$ cat config.mk
export PLATFORM = sky130hd
export DESIGN_NAME = debug_frame_reader_flat
export DESIGN_NICKNAME = d
export VERILOG_FILES = /design/src/rtl/debug_link_pkg.sv /design/src/rtl/debug_frame_reader_if.sv /design/src/rtl/debug_sync_check.sv /design/src/rtl/debug_frame_reader.sv /design/src/flat_wrapper.sv
export SDC_FILE = /design/constraint.sdc
export NUM_CORES = 1
export LEC_CHECK = 0
export CAP_MARGIN = 20
export CORE_MARGIN = 3
export CORE_UTILIZATION = 40
export CTS_CLUSTER_SIZE = 24
export DETAILED_ROUTE_END_ITERATION = 6
export SETUP_SLACK_MARGIN = 0.4
export SLEW_MARGIN = 20
export SYNTH_ARGS = -nofsm -noshare
export SYNTH_HDL_FRONTEND = slang
export SYNTH_HIERARCHICAL = 1
export SYNTH_SLANG_ARGS = --single-unit
$ cat constraint.sdc
create_clock -name debug_clk -period 2.2 [get_ports debug_clk]
set_clock_uncertainty 0.05 [all_clocks]
set_input_delay 0.55 -clock debug_clk [delete_from_list [all_inputs] [get_ports debug_clk]]
set_output_delay 0.55 -clock debug_clk [all_outputs]
set_load 0.01 [all_outputs]
$ cat src/rtl/debug_link_pkg.sv
// Shared definitions for the host-side debug link receiver: frame geometry,
// lock FSM encoding and the bit positions of the tag's status word.
package debug_link_pkg;

    localparam int unsigned FRAME_LEN = 16;
    localparam int unsigned SYNC_LEN  = 4;
    localparam int unsigned SYNC_BASE = 12;
    localparam int unsigned STATUS_W  = SYNC_BASE;

    typedef enum logic [1:0] {
        ST_HUNT,
        ST_VERIFY,
        ST_LOCKED
    } link_state_e;

    localparam int unsigned DBG_PACKET_COMPLETE = 0;
    localparam int unsigned DBG_CMD_COMPLETE    = 1;
    localparam int unsigned DBG_HANDLEMATCH     = 2;
    localparam int unsigned DBG_DOCRC           = 3;
    localparam int unsigned DBG_RX_EN           = 4;
    localparam int unsigned DBG_TX_EN           = 5;
    localparam int unsigned DBG_BITOUT          = 6;
    localparam int unsigned DBG_BITCLK          = 7;
    localparam int unsigned DBG_RNGBITIN        = 8;
    localparam int unsigned DBG_RX_OVERFLOW     = 9;
    localparam int unsigned DBG_TX_DONE         = 10;
    localparam int unsigned DBG_TXSETUPDONE     = 11;

    function automatic logic [7:0] sat_inc8(input logic [7:0] v);
        return (v == 8'hFF) ? v : v + 8'd1;
    endfunction

endpackage

$ cat src/rtl/debug_frame_reader_if.sv
// Stream input and status outputs of the debug frame reader; the reader
// itself takes the master side.
interface debug_frame_reader_if;
    import debug_link_pkg::*;

    logic                debug_in;
    logic                enable;
    logic [STATUS_W-1:0] snapshot;
    logic                frame_valid;
    logic                locked;
    logic                sync_lost;
    logic [15:0]         frame_count;
    logic [7:0]          err_count;

    modport master (
        input  debug_in, enable,
        output snapshot, frame_valid, locked, sync_lost, frame_count, err_count
    );

    modport slave (
        output debug_in, enable,
        input  snapshot, frame_valid, locked, sync_lost, frame_count, err_count
    );

endinterface

$ cat src/rtl/debug_sync_check.sv
// Serial-to-parallel window over the debug stream: newest bit at the top,
// plus a combinational match of the latest four samples against the sync tail.
module debug_sync_check
    import debug_link_pkg::*;
#(
    parameter logic [SYNC_LEN-1:0] SYNC_WORD = 4'b1010
) (
    input  logic                debug_clk,
    input  logic                reset,
    input  logic                enable_i,
    input  logic                bit_i,
    output logic                window_match_o,
    output logic [STATUS_W-1:0] frame_word_o
);

    logic [FRAME_LEN-1:0] shift_q, shift_d;
    logic [FRAME_LEN-1:0] word_now;

    // Includes the bit being sampled this cycle, so at slot 15 word_now holds
    // the whole frame with slot i at bit i.
    always_comb begin
        word_now       = {bit_i, shift_q[FRAME_LEN-1:1]};
        window_match_o = (word_now[SYNC_BASE +: SYNC_LEN] == SYNC_WORD);
        frame_word_o   = word_now[STATUS_W-1:0];
        shift_d        = enable_i ? word_now : '0;
    end

    always_ff @(posedge debug_clk or posedge reset) begin
        if (reset) begin
            shift_q <= '0;
        end else begin
            shift_q <= shift_d;
        end
    end

endmodule

$ cat src/rtl/debug_frame_reader.sv
// Host-side deserializer for the tag's 16-slot debug frames: hunts for the sync
// tail, confirms it over one full frame, then tracks lock and snapshots status.
module debug_frame_reader
    import debug_link_pkg::*;
#(
    parameter int unsigned FRAME_LEN = 16,
    parameter logic [3:0]  SYNC_WORD = 4'b1010,
    parameter int unsigned MAX_MISS  = 3
) (
    input  logic                 debug_clk,
    input  logic                 reset,
    debug_frame_reader_if.master bus
);

    localparam int unsigned       SLOT_W    = $clog2(FRAME_LEN);
    localparam logic [SLOT_W-1:0] SLOT_LAST = SLOT_W'(FRAME_LEN - 1);
    localparam logic [2:0]        MISS_LAST = 3'(MAX_MISS - 1);

    link_state_e         state_q, state_d;
    logic [SLOT_W-1:0]   slot_q, slot_d;
    logic [2:0]          miss_q, miss_d;
    logic [STATUS_W-1:0] snapshot_q, snapshot_d;
    logic                frame_valid_q, frame_valid_d;
    logic                locked_q, locked_d;
    logic                sync_lost_q, sync_lost_d;
    logic [15:0]         frame_count_q, frame_count_d;
    logic [7:0]          err_count_q, err_count_d;

    logic                window_match;
    logic [STATUS_W-1:0] frame_word;
    logic                slot_end;
    logic                emit;

    debug_sync_check #(
        .SYNC_WORD (SYNC_WORD)
    ) u_sync_check (
        .debug_clk      (debug_clk),
        .reset          (reset),
        .enable_i       (bus.enable),
        .bit_i          (bus.debug_in),
        .window_match_o (window_match),
        .frame_word_o   (frame_word)
    );

    always_comb begin
        state_d       = state_q;
        slot_d        = slot_q + SLOT_W'(1);
        miss_d        = miss_q;
        snapshot_d    = snapshot_q;
        frame_valid_d = 1'b0;
        sync_lost_d   = 1'b0;
        frame_count_d = frame_count_q;
        err_count_d   = err_count_q;
        emit          = 1'b0;
        slot_end      = (slot_q == SLOT_LAST);

        if (!bus.enable) begin
            state_d = ST_HUNT;
            slot_d  = '0;
            miss_d  = '0;
        end else begin
            unique case (state_q)
                ST_HUNT: begin
                    // The window already holds the tail, so the next bit is slot 0.
                    if (window_match) begin
                        state_d = ST_VERIFY;
                        slot_d  = '0;
                    end
                end
                ST_VERIFY: begin
                    if (slot_end) begin
                        if (window_match) begin
                            state_d = ST_LOCKED;
                            emit    = 1'b1;
                        end else begin
                            state_d = ST_HUNT;
                        end
                    end
                end
                ST_LOCKED: begin
                    if (slot_end) begin
                        if (window_match) begin
                            emit   = 1'b1;
                            miss_d = '0;
                        end else begin
                            err_count_d = sat_inc8(err_count_q);
                            if (miss_q == MISS_LAST) begin
                                state_d     = ST_HUNT;
                                sync_lost_d = 1'b1;
                                miss_d      = '0;
                            end else begin
                                miss_d = miss_q + 3'd1;
                            end
                        end
                    end
                end
                default: state_d = ST_HUNT;
            endcase
        end

        if (emit) begin
            snapshot_d    = frame_word;
            frame_valid_d = 1'b1;
            frame_count_d = frame_count_q + 16'd1;
        end
        locked_d = (state_d == ST_LOCKED);
    end

    always_ff @(posedge debug_clk or posedge reset) begin
        if (reset) begin
            state_q       <= ST_HUNT;
            slot_q        <= '0;
            miss_q        <= '0;
            snapshot_q    <= '0;
            frame_valid_q <= 1'b0;
            locked_q      <= 1'b0;
            sync_lost_q   <= 1'b0;
            frame_count_q <= '0;
            err_count_q   <= '0;
        end else begin
            state_q       <= state_d;
            slot_q        <= slot_d;
            miss_q        <= miss_d;
            snapshot_q    <= snapshot_d;
            frame_valid_q <= frame_valid_d;
            locked_q      <= locked_d;
            sync_lost_q   <= sync_lost_d;
            frame_count_q <= frame_count_d;
            err_count_q   <= err_count_d;
        end
    end

    assign bus.snapshot    = snapshot_q;
    assign bus.frame_valid = frame_valid_q;
    assign bus.locked      = locked_q;
    assign bus.sync_lost   = sync_lost_q;
    assign bus.frame_count = frame_count_q;
    assign bus.err_count   = err_count_q;

endmodule

$ cat src/flat_wrapper.sv
// flat-port wrapper written by rule: the top's interface ports become plain ports
module debug_frame_reader_flat import debug_link_pkg::*;
#(
    parameter int unsigned FRAME_LEN = 16,
    parameter logic [3:0]  SYNC_WORD = 4'b1010,
    parameter int unsigned MAX_MISS  = 3
)
  (debug_clk, reset, bus_debug_in, bus_enable, bus_snapshot, bus_frame_valid, bus_locked, bus_sync_lost, bus_frame_count, bus_err_count);
  debug_frame_reader_if bus_i ();
  input  logic debug_clk;
  input  logic reset;
  input wire logic [$bits(bus_i.debug_in)-1:0] bus_debug_in;
  input wire logic [$bits(bus_i.enable)-1:0] bus_enable;
  output wire logic [$bits(bus_i.snapshot)-1:0] bus_snapshot;
  output wire logic [$bits(bus_i.frame_valid)-1:0] bus_frame_valid;
  output wire logic [$bits(bus_i.locked)-1:0] bus_locked;
  output wire logic [$bits(bus_i.sync_lost)-1:0] bus_sync_lost;
  output wire logic [$bits(bus_i.frame_count)-1:0] bus_frame_count;
  output wire logic [$bits(bus_i.err_count)-1:0] bus_err_count;
  assign bus_i.debug_in = bus_debug_in;
  assign bus_i.enable = bus_enable;
  assign bus_snapshot = bus_i.snapshot;
  assign bus_frame_valid = bus_i.frame_valid;
  assign bus_locked = bus_i.locked;
  assign bus_sync_lost = bus_i.sync_lost;
  assign bus_frame_count = bus_i.frame_count;
  assign bus_err_count = bus_i.err_count;
  debug_frame_reader #(.FRAME_LEN(FRAME_LEN), .SYNC_WORD(SYNC_WORD), .MAX_MISS(MAX_MISS)) u_core (.debug_clk(debug_clk), .reset(reset), .bus(bus_i));
endmodule
Word-level counts from Yosys, hierarchy flattened:

Cells that the tools add are included.
Widths: inputs -> output; s select.

* register bits: 64
* latch bits: 0
* RAM bits: 0
* memory bits (read-only): 0
* output and inout bits: 39
* logic and storage cells: 56
* memories: 0

* $add $sub $neg: 4
* multiply operators: 0
* div/mod/pow operators: 0
* magnitude comparators: 0
* equality and inequality tests: 9
* shift-type cells: 0
* muxes and demuxes: 27
* bitwise logic cells: 2
* reductions and logical operators: 4

Operators with widths (number)
* $add 16x1->16 const B: 1
* $mux 16: 1
* $mux 3: 5
* $mux 2: 7
* $mux 4: 3
* $mux 1: 10
* $add 8x1->8 const B: 1
* $eq 4x4->1 const B: 2
* $eq 8x8->1 const B: 1
* $pmux 2 s3: 1
* $reduce_and 5->1: 1
* $add 4x1->4 const B: 1
* $eq 2x2->1 const B: 2
* $ne 2x1->1 const B: 2
* $add 3x1->3 const B: 1
* $eq 3x2->1 const B: 1
* $eq 2x1->1 const B: 1
* $logic_not 2->1: 1
* $not 1->1: 2
* $reduce_and 2->1: 1
* $reduce_or 2->1: 1

Depth between registers and ports, before layout:

* word-level depth: 7
* depth in mapped cells: 7

Hierarchy:

Netlist, hierarchy kept.

Modules (own cells, without submodules)
* debug_frame_reader: instances 1, cells an instance 183, area each 2175.8 um^2, sequential area each 1201.2 um^2
* debug_sync_check: instances 1, cells an instance 45, area each 600.6 um^2, sequential area each 375.4 um^2

Worst setup path before layout:

No wires, ideal clock.

* path type: input port to flip-flop
* start point: input bus_debug_in
* end point: register u_core.err_count_q[1] (netlist: u_core/bus.err_count[1])
* arrival: 1641 ps
* required time: 2025 ps
* slack: 384 ps
* stages on the path: 5
* buffers on the path: 1
* cell sequence: and4bb_2 > nand3b_4 > buf_6 > a21oi_1 > mux2_2

* cells in the longest elaborated chain, start to end: 3

RTL lines
* from (decl): line flat_wrapper.sv:12 `input wire logic [$bits(bus_i.debug_in)-1:0] bus_debug_in;`
* $eq 4x4->1: line debug_sync_check.sv:23 `window_match_o = (word_now[SYNC_BASE +: SYNC_LEN] == SYNC_WORD);`
* $not 1->1 (no source line)
* $reduce_and 5->1 (no source line)
* to (signal assigned): line debug_frame_reader.sv:129 `err_count_q <= err_count_d;`
* to (decl): line debug_frame_reader.sv:27 `logic [7:0] err_count_q, err_count_d;`

No other way between the ends.
A chain may end at the register's enable or synchronous reset.

Worst setup path after layout:

* start point: input bus_debug_in
* end point: register u_core.err_count_q[5] (netlist: u_core/bus.err_count[5])

* cells in the longest elaborated chain, start to end: 3

RTL lines
* $eq 4x4->1: line debug_sync_check.sv:23
* named net u_core.window_match: line debug_frame_reader.sv:29 `logic window_match;`
* $not 1->1 (no source line)
* $reduce_and 5->1 (no source line)

The timed path passes the listed nets, and every way through them passes these cells.

==> run metrics <==
Tcrit/Tclk final=78.8%; Pins Over Slew Limit=0; Final Hold Violating Endpoints=0; status=finished clean; Nets=slightly below 300; maxcap violations=0; Seq/Total Area, Yosys=56.8%; power density cells=595 nW/um2; 1st-pass router iterations=4; Clock Root Buffer=clkbuf_8; grt total ovfl=0; Die Width=between 80 and 90 um; largest net degree at the start of global routing=34; fin cells=367; clock sinks=63; category of the most critical setup path=in2reg; TritonCTS clock tree=built; first-pass GRT wire length=slightly above 8000 um; Routed Antenna Nets=0; post-synthesis cell type count=37; DIE AREA=7980 um2; initial DRC count=53; Synth area leader=dfrtp_1; Placed Cells=339; startpoint type of the worst setup path=input pin; count of final setup violators=0; hold_buf cts=0; area delta synth->final=27.9%; Syn Inst Count=228; Slew Limit Headroom=62.4%; final worst path period need=1.73 ns; share of cells above drive strength 1=29.3%; VDD IR-drop max=0.313 mV; top cell type's share of synthesized area=56.8%; worst hold slack=0.410 ns; share of flip-flops with an asynchronous set or reset=100%; CP endpoint kind=flop; Yosys warnings=6; FP Rows=29; Sum Neg Setup Slack=0 ns; Die Y=89.3 um; Residual DRC=0; Util after Layout=54.4%; final wirelength=4910 um; predominant post-synthesis flop cell=dfrtp_1; vias=1769; H-tree levels=3; CTS Buf Count=9; vias in the first global route=1747; CP max FO=7; GRT Total Usage=13.9%; Final Wtd Congestion=0.778; synthesized cell area=2780 um2; syn nets=239; commonest non-fill, non-tap cell in the layout=dfrtp_1; top post-synthesis cells by area=dfrtp_1, mux2_2, xor2_1, buf_4, xnor2_1; Worst Max-Slew Pin Slew=0.563 ns; wire per inst=between 10 and 15 um; final setup margin=0.467 ns; clock tree buffer depth=2; worst hold path type=reg2reg; Vias/cell=4.82; Synth Register Bits=63; Max Freq=between 500 and 600 MHz; # port buffers=42; Syn Area/Cell=~12 um2; Place WS=-0.142 ns; leakage power=1.90 nW; Top-Level Pins=43; core region area=6530 um2; DP HPWL=around 3400 um; crit path DAT=1.94 ns; later-pin clock latency in the skew report=0.33 ns; commonest non-fill, non-tap cells in the layout=dfrtp_1, dlygate4sd2_1, buf_4, xor2_1, mux2_2; Required @ worst endpoint=2.41 ns; diodes inserted=0; Post-synth EDFFs=0; antenna violations before repair=0; Initial Utilization=42.5%; Worst-path clk slew=0.07 ns; RSZ-0062 raised after global routing=yes
worst paths after layout:
| kind | endpoint | from | slack, ns | cells after the start |
|---|---|---|---|---|
| min in group asynchronous | u_core/bus.snapshot[4] | reset | 0.50 | 2 |
| setup / recovery | u_core/bus.err_count[5] | bus_debug_in | 0.47 | 6 |
| setup reg to reg | u_core/bus.frame_count[12] | u_core/state_q[1] | 0.47 | 7 |
| hold / removal | u_core/bus.frame_count[15] | u_core/bus.frame_count[15] | 0.41 | 1 |
| max in group asynchronous | u_core/bus.err_count[7] | reset | 1.10 | 3 |
| hold reg to reg | u_core/bus.frame_count[15] | u_core/bus.frame_count[15] | 0.41 | 1 |
per-layer routing:
metal | GRT usage [%] | vias to the layer above | share of wire [%]
met5 | 0 | - | 0
met1 | 19.0 | 859 | 49
met4 | 7.71 | 0 | 2.1
li1 | - | 869 | -
met3 | 3.69 | 8 | 2.8
met2 | 20.1 | 33 | 46
power breakdown:
| part | switching [W] | total [W] | internal, W |
|---|---|---|---|
| clock network | 0.000432 | 0.000869 | 0.000437 |
| registers | 0.00000989 | 0.00118 | 0.00117 |
| logic | 0.0000414 | 0.0000655 | 0.0000241 |
layout make-up:
type                    instances  area (um2)
clock inverters                 5        33.8
inverters                      12        45.0
clock buffers                  11         141
fillers                       590        2980
repair buffers                 63         551
flip-flops and latches         63        1580
well taps                      77        96.3
multi-input cells             136        1100
timing repair:
item                       CTS  global route
buffers inserted             8             4
hold endpoints to repair     0             0
gates resized for setup     49            12
setup endpoints to repair   70            26
pin swaps                    7             5
worst max-delay path, stage by stage:
cell,delay (ns)
dlygate4sd2_1,0.24
and4bb_2,0.25
buf_6,0.13
nand3b_4,0.22
a2111oi_2,0.37
xor2_1,0.17
registers in the layout, indices dropped and copies added, names as in the netlist:
register                     cells
u_core/miss_q                    3
u_core/slot_q                    4
u_core/bus.snapshot             12
u_core/bus.sync_lost             1
u_core/bus.locked                1
u_core/bus.frame_valid           1
u_core/state_q                   2
u_core/bus.err_count             8
u_core/u_sync_check/shift_q     15
u_core/bus.frame_count          16
per-stage QoR:
| stage | total power [W] | cell area (um2) |
|---|---|---|
| 3_3_place_gp | 0.00126 | 3240 |
| 5_1_grt | 0.00223 | 3550 |
| 2_1_floorplan | 0.00124 | 2780 |
| 3_5_place_dp | 0.00126 | 3240 |
| 6_report | 0.00211 | 3550 |
| 4_1_cts | 0.00215 | 3470 |
Yosys cell counts (2+ instances only):
| master | count |
|---|---|
| buf_6 | 2 |
| and2_1 | 4 |
| nand2_1 | 11 |
| a2111oi_2 | 3 |
| and4_1 | 2 |
| and2_2 | 11 |
| mux2_2 | 14 |
| nand2b_1 | 2 |
| a21oi_1 | 2 |
| buf_4 | 14 |
| o21ai_0 | 5 |
| nor3_1 | 8 |
| nand4_1 | 2 |
| nand3_1 | 8 |
| xor2_1 | 13 |
| ha_1 | 7 |
| xnor2_1 | 11 |
| or3_1 | 2 |
| inv_1 | 12 |
| and3_1 | 5 |
| dfrtp_1 | 63 |
| nor2_1 | 12 |
kinds of logic after synthesis:
family	count (synthesis)	synth area share, %
AOI/OAI and AO/OA	16	4.60
DFF	63	56.8
buffers and inverters	29	6.40
xor gates and xnor gates	24	7.57
adders and majority gates	7	3.15
muxes	14	5.68
and+or+nand+nor	75	15.8
(Power assumes the default switching activity.)
